## src/rtl/fb_pkg.sv

```systemverilog
// Shared framebuffer geometry, pixel/address widths and fill-engine state encoding.
package fb_pkg;
    localparam int FRAME_WIDTH      = 640;
    localparam int FRAME_HEIGHT     = 480;
    localparam int FRAME_PIXELS     = FRAME_WIDTH * FRAME_HEIGHT;
    localparam int PIXEL_WIDTH      = 12;
    localparam int FB_ADDRESS_WIDTH = 22;

    typedef enum logic {
        FILL_IDLE = 1'b0,
        FILL_RUN  = 1'b1
    } fill_state_e;
endpackage

```

## src/rtl/edge_synchronizer.sv

```systemverilog
// Two-flop synchroniser plus history flop; rise_o pulses for one cycle per
// synchronised rising edge of an asynchronous strobe.
module edge_synchronizer (
    input  logic clk_i,
    input  logic rst_i,
    input  logic async_i,
    output logic rise_o
);
    logic meta_q;
    logic sync_q;
    logic hist_q;

    always_ff @(posedge clk_i or posedge rst_i) begin
        if (rst_i) begin
            meta_q <= 1'b0;
            sync_q <= 1'b0;
            hist_q <= 1'b0;
        end else begin
            meta_q <= async_i;
            sync_q <= meta_q;
            hist_q <= sync_q;
        end
    end

    assign rise_o = sync_q & ~hist_q;
endmodule

```

## src/rtl/framebuffer_write_arbiter.sv

```systemverilog
// Owns the framebuffer RAM write port: stream pixels (priority) and a full-frame
// fill engine share it, one write per cycle; also keeps the stream write pointer.
module framebuffer_write_arbiter
    import fb_pkg::*;
#(
    parameter int FRAME_PIXELS  = fb_pkg::FRAME_PIXELS,
    parameter int ADDRESS_WIDTH = fb_pkg::FB_ADDRESS_WIDTH,
    parameter int DATA_WIDTH    = fb_pkg::PIXEL_WIDTH
) (
    input  logic                     system_clock,
    input  logic                     reset,
    input  logic                     pixel_clock,
    input  logic [DATA_WIDTH-1:0]    pixel_data,
    input  logic                     set_pointer,
    input  logic [ADDRESS_WIDTH-1:0] pointer_value,
    input  logic                     fill_start,
    input  logic [DATA_WIDTH-1:0]    fill_colour,
    input  logic                     fill_abort,
    output logic [ADDRESS_WIDTH-1:0] ram_write_address,
    output logic [DATA_WIDTH-1:0]    ram_write_data,
    output logic                     ram_write_enable,
    output logic [ADDRESS_WIDTH-1:0] stream_pointer,
    output logic                     frame_wrap,
    output logic                     fill_busy,
    output logic                     fill_done
);
    localparam logic [ADDRESS_WIDTH-1:0] FRAME_LIMIT = ADDRESS_WIDTH'(FRAME_PIXELS);
    localparam logic [ADDRESS_WIDTH-1:0] LAST_ADDR   = ADDRESS_WIDTH'(FRAME_PIXELS - 1);

    logic                     pix_rise;
    logic                     pend_q;
    logic [DATA_WIDTH-1:0]    hold_q;
    logic [ADDRESS_WIDTH-1:0] ptr_q, ptr_d;
    fill_state_e              state_q;
    logic [ADDRESS_WIDTH-1:0] fill_addr_q;
    logic [DATA_WIDTH-1:0]    colour_q;
    logic                     done_q;
    logic                     stream_wr;
    logic                     fill_wr;
    logic                     ptr_at_last;

    edge_synchronizer u_pixel_sync (
        .clk_i   (system_clock),
        .rst_i   (reset),
        .async_i (pixel_clock),
        .rise_o  (pix_rise)
    );

    // The held pixel always wins the port; the fill simply stalls that cycle.
    assign stream_wr   = pend_q;
    assign fill_wr     = (state_q == FILL_RUN) && !stream_wr && !fill_abort;
    assign ptr_at_last = (ptr_q == LAST_ADDR);

    assign ram_write_enable  = stream_wr | fill_wr;
    assign ram_write_address = stream_wr ? ptr_q  : (fill_wr ? fill_addr_q : '0);
    assign ram_write_data    = stream_wr ? hold_q : (fill_wr ? colour_q    : '0);
    assign frame_wrap        = stream_wr && ptr_at_last && !set_pointer;
    assign stream_pointer    = ptr_q;
    assign fill_busy         = (state_q == FILL_RUN);
    assign fill_done         = done_q;

    always_comb begin
        ptr_d = ptr_q;
        if (set_pointer) begin
            ptr_d = (pointer_value >= FRAME_LIMIT) ? '0 : pointer_value;
        end else if (stream_wr) begin
            ptr_d = ptr_at_last ? '0 : ptr_q + 1'b1;
        end
    end

    always_ff @(posedge system_clock or posedge reset) begin
        if (reset) begin
            pend_q <= 1'b0;
            hold_q <= '0;
            ptr_q  <= '0;
        end else begin
            pend_q <= pix_rise;
            if (pix_rise) begin
                hold_q <= pixel_data;
            end
            ptr_q <= ptr_d;
        end
    end

    always_ff @(posedge system_clock or posedge reset) begin
        if (reset) begin
            state_q     <= FILL_IDLE;
            fill_addr_q <= '0;
            colour_q    <= '0;
            done_q      <= 1'b0;
        end else begin
            done_q <= 1'b0;
            case (state_q)
                FILL_IDLE: begin
                    if (fill_start) begin
                        state_q     <= FILL_RUN;
                        fill_addr_q <= '0;
                        colour_q    <= fill_colour;
                    end
                end
                FILL_RUN: begin
                    if (fill_abort) begin
                        state_q <= FILL_IDLE;
                        done_q  <= 1'b1;
                    end else if (fill_wr) begin
                        if (fill_addr_q == LAST_ADDR) begin
                            state_q <= FILL_IDLE;
                            done_q  <= 1'b1;
                        end else begin
                            fill_addr_q <= fill_addr_q + 1'b1;
                        end
                    end
                end
                default: state_q <= FILL_IDLE;
            endcase
        end
    end
endmodule

```

## config.mk

```make
export PLATFORM = sky130hd
export DESIGN_NAME = framebuffer_write_arbiter
export DESIGN_NICKNAME = d
export VERILOG_FILES = /design/src/rtl/fb_pkg.sv /design/src/rtl/edge_synchronizer.sv /design/src/rtl/framebuffer_write_arbiter.sv
export SDC_FILE = /design/constraint.sdc
export NUM_CORES = 1
export LEC_CHECK = 0
export BUFFER_PORTS_ARGS = -buffer_cell sky130_fd_sc_hd__buf_2
export CAP_MARGIN = 20
export CORE_MARGIN = 2
export CORE_UTILIZATION = 52
export DETAILED_ROUTE_END_ITERATION = 10
export PLACE_DENSITY_LB_ADDON = 0.25
export RECOVER_POWER = 50
export SLEW_MARGIN = 20
export SYNTH_ARGS = -nofsm -noshare
export SYNTH_HDL_FRONTEND = slang
export SYNTH_SLANG_ARGS = --single-unit
```

## constraint.sdc

```tcl
create_clock -name system_clock -period 2.86 [get_ports system_clock]
set_input_delay 0.572 -clock system_clock [delete_from_list [all_inputs] [get_ports system_clock]]
set_output_delay 0.572 -clock system_clock [all_outputs]
set_load 0.05 [all_outputs]
```

==> Yosys cells after proc, flatten, opt, wreduce, memory -nomap -nowiden <==
Cells that the tools add are included.
{ "op_classes": {"addsub": 2, "magnitude_cmp": 1, "eq_ne": 6, "mux": 22, "n_bitwise": 4, "n_reduce_logical": 10} }
{ "op_table": {"columns": ["cell", "count"], "rows": [
  ["22-bit two-way mux", 10],
  ["22-bit by 1-bit adder with 22-bit output (second input constant)", 2],
  ["22-bit by 19-bit == test with 1-bit output (second input constant)", 2],
  ["22-bit case mux with 2 select lines", 1],
  ["12-bit two-way mux", 2],
  ["22-bit by 19-bit >= comparator with 1-bit output (second input constant)", 1],
  ["1-bit two-way mux", 8],
  ["2-bit != test (second input constant)", 3],
  ["1-bit logical AND", 4],
  ["4-bit AND reduction", 1],
  ["1-bit zero test", 3],
  ["2-bit by 1-bit != test with 1-bit output (second input constant)", 1],
  ["1-bit inverter", 2],
  ["1-bit case mux with 2 select lines", 1],
  ["2-bit AND reduction", 1],
  ["2-bit nonzero test", 1],
  ["1-bit bitwise AND", 1],
  ["1-bit OR", 1]
]} }
{ "totals": {"register_bits": 74, "in_bits": 52, "output_inout_bits": 60, "word_cells": 55} }

==> Longest topological paths before layout <==
{ "depth": {"word_depth": 6, "mapped_depth": 8, "depth_no_buf": 6} }

==> Cells and area by module <==
From an unflattened synthesis, not the netlist that was laid out.
{ "hier_totals": {"hier_cells": 452, "area_unflattened_um2": 4166.5} }
{ "by_module_without_submodules": {"columns": ["mod", "n_inst", "cells_each", "area_per_inst_um2", "seq_area_each_um2"], "rows": [
  ["framebuffer_write_arbiter", 1, 447, 4073.9, 1776.7],
  ["edge_synchronizer", 1, 5, 92.6, 75.1]
]} }

==> Least setup slack after synthesis <==
No wires, ideal clock.
{ "synth_timing": {"kind": "register to output", "start": "register ptr_q[0], in the netlist stream_pointer[0]", "end": "output port frame_wrap", "t_arrival_ns": 3.050, "t_required_ns": 2.288, "slack_ns": -0.762, "path_stages_with_launch": 6, "path_buffers": 0, "path_cell_list": "dfrtp_1 ha_1 nand3_1 nor4_1 nand2_1 nor3_1"} }
{ "synth_via": {"elab_chain_cells": 3} }
{ "synth_rtl": {"columns": ["element", "line", "text"], "rows": [
  ["start, declared", "framebuffer_write_arbiter.sv:33", "logic [ADDRESS_WIDTH-1:0] ptr_q, ptr_d;"],
  ["start signal, assigned", "framebuffer_write_arbiter.sv:81", "ptr_q <= ptr_d;"],
  ["22-bit by 19-bit == test with 1-bit output", "framebuffer_write_arbiter.sv:52", "assign ptr_at_last = (ptr_q == LAST_ADDR);"],
  ["1-bit logical AND (2 in series)", "framebuffer_write_arbiter.sv:57", "assign frame_wrap = stream_wr && ptr_at_last && !set_pointer;"],
  ["end, declared", "framebuffer_write_arbiter.sv:23", "output logic frame_wrap,"]
]} }
Every way passes these cells.

==> Worst setup path in the final report <==
Ends and elaborated chain as after synthesis.

==> flow_metrics.tcl <==
set metrics [dict create \
    final_cell_mix "106 x buf_2, 87 x nand2_1, 72 x dfrtp_1" \
    drtIter0Drc 251 \
    hold_viol 0 \
    slowest_delay_ns 0.45 \
    cts_buffers 9 \
    h-tree-depth 3 \
    cts_tree "yes" \
    via_per_inst 5.87 \
    initial_utilization_pct 54.3 \
    clock_path_buffers 2 \
    status "finished clean" \
    ys_ff_latch 74 \
    vias 3776 \
    async_reset_ff_share_pct 100 \
    slew_headroom_pct 29.6 \
    grt_pass1_wl_um 17200 \
    gp_congestion 0.917 \
    p_leak_nw 2.37 \
    rows 31 \
    dr.pass1.iters 5 \
    hold_class "in2reg" \
    gr-total-overflow 0 \
    clock_sinks 74 \
    wl_um 10400 \
    antenna_found_initial 0 \
    io_buffer_count 111 \
    die-area_um2 8370 \
    irDropWorstVdd_mv 0.353 \
    grt_max_degree 51 \
    synth_cell_types 56 \
    cp_max_fo 7 \
    slowest_stage "dfrtp_2" \
    ys.warnings.count 0 \
    layout_commonest_cell "buf_2" \
    dp_hpwl_um 7510 \
    worstPathRequired_ns 2.29 \
    rsz0062_at_grt "no" \
    placed_area_um2 4700 \
    io_pins 112 \
    cp-start-kind "flop" \
    setup_viol 0 \
    fin_setup_tns_ns 0 \
    die_w_um 91.5 \
    drive_above_1_share_pct 29.0 \
    max_freq_mhz 374 \
    fin_nets 594 \
    syn2layout_area_growth_pct 23.0 \
    crit_path_cell_trace "ha_1, nand3_1, nor4_4, nand2_2, nor3_4, clkbuf_4" \
    period_share_pct 93.4 \
    groute.usage.overall_pct 25.4 \
    drv_cap 0 \
    synth_top_flop_cell "dfrtp_1" \
    coreArea_um2 7330 \
    syn_inst 428 \
    n_antenna_cell 0 \
    fin_area_um2 4890 \
    clk_latency_ns 0.34 \
    syn_avg_cell_area_um2 9.30 \
    worstMarginPinSlew_ns 1.05 \
    skew_ns 0.0102 \
    die-height_um 91.5 \
    netlist_area_um2 3980 \
    path_clk_slew_ns 0.08 \
    clockRootBuffer "clkbuf_8" \
    grt_pass1_vias 3593 \
    ant_nets 0 \
    crit_arrival_ns 2.10 \
    total_power_mw 2.58 \
    drc_errors 0 \
    avgRoutedWirePerCell_um 16.1 \
    cts_setup_buffers 0 \
    syn-num-nets 482 \
    p_per_area_nw_per_um2 527 \
    drv_slew 0 \
    seq_area_frac_synth_pct 46.5 \
    min_period_ns 2.67 \
    crit_path_end_kind "output pin" \
    final_core_util_pct 66.8 \
    synth_edf_count 0 \
    crit_type "reg2out" \
]
[cell usage after synthesis, drive strengths merged, types with 3 or more instances]
cell type	n	area share, %
clkbuf	16	1.5
nor2b	4	0.63
xnor2	4	0.88
a21oi	11	1.4
nand2b	4	0.63
mux2i	8	2.0
inv	9	0.85
nor3	14	1.8
nor4	3	0.47
mux2	12	3.4
nor2	16	1.5
xor2	9	2.0
nor4b	3	0.66
o21a	4	0.75
nand2	89	8.5
nand3	20	2.5
nand4	12	1.9
or3	3	0.47
o21ai	26	3.7
a22oi	3	0.57
buf	7	1.0
o31a	3	0.66
a31oi	4	0.63
and3	7	1.1
a22o	32	7.0
dfrtp	74	47
[what timing repair did]
action / in CTS / in global routing
hold buffers: 0 / 0
setup endpoints to repair: 1 / 1
resized for setup: 1 / 4
[flip-flops by register name, summed over array words and instances, names as in the netlist]
register	flops
fill_done	1
colour_q	12
pend_q	1
hold_q	12
fill_busy	1
u_pixel_sync.meta_q	1
u_pixel_sync.sync_q	1
stream_pointer	22
u_pixel_sync.hist_q	1
fill_addr_q	22
[critical path: cells and delay by family, from the launching register on]
kind                     cells  cell delay (ns)
buffers and inverters        1             0.25
flip-flops                   1             0.45
adder cells (fa/ha/maj)      1             0.19
AND/OR/NAND/NOR              4             0.86
[through the flow]
stage | hold slack, ns | instances | worst slack, ns
5_1_grt | 0.319 | 643 | 0.0200
3_5_place_dp | 0.341 | 628 | 0.312
4_1_cts | 0.272 | 643 | 0.0167
3_3_place_gp | 0.339 | 628 | 0.317
2_1_floorplan | 0.331 | 428 | 0.0506
6_report | 0.341 | 643 | 0.188
[power by group]
| group | internal [mW] | switching (mW) |
|---|---|---|
| registers | 1.14 | 0.0845 |
| logic | 0.158 | 0.345 |
| clock network | 0.482 | 0.372 |
| total | 1.78 | 0.802 |
[cell families (layout without fill, tap and decap cells)]
kind of cell | count (synthesis) | after routing | share of synthesized area (%)
flip-flops | 74 | 74 | 46.5
adder cells (fa/ha/maj) | 2 | 2 | 0.629
XOR/XNOR | 13 | 13 | 2.86
AO/OA/AOI/OAI | 102 | 102 | 18.9
multiplexers | 20 | 20 | 5.41
buffers and inverters | 32 | 148 | 3.40
AND/OR/NAND/NOR | 185 | 185 | 22.2
[routing by layer]
metal	routed length, um	vias up	track usage, %
met3	621	19	4.98
met2	5020	134	39.9
met5	0	-	0
met1	4530	1843	35.1
met4	173	0	9.34
li1	-	1780	-
[final cells by class]
type | instances | area, um^2
clock inverter | 6 | 82.6
timing repair buffer | 124 | 653
inverter | 9 | 33.8
sequential | 74 | 1850
clock buffer | 9 | 124
multi-input combinational | 322 | 2020
tap | 99 | 124
fill | 595 | 2440
[worst paths after layout]
check	depth (start not counted)	to	start	slack, ns
max	6	frame_wrap	stream_pointer[0]$_DFFE_PP0P_	0.19
min	1	u_pixel_sync.meta_q$_DFF_PP0_	pixel_clock	0.34
max reg2reg	6	fill_addr_q[13]$_DFFE_PP0P_	fill_addr_q[0]$_DFFE_PP0P_	0.28
min reg2reg	0	u_pixel_sync.sync_q$_DFF_PP0_	u_pixel_sync.meta_q$_DFF_PP0_	0.35
max in group asynchronous	3	colour_q[10]$_DFFE_PP0P_	reset	1.04
min in group asynchronous	2	stream_pointer[16]$_DFFE_PP0P_	reset	0.43
(Power assumes the default switching activity.)
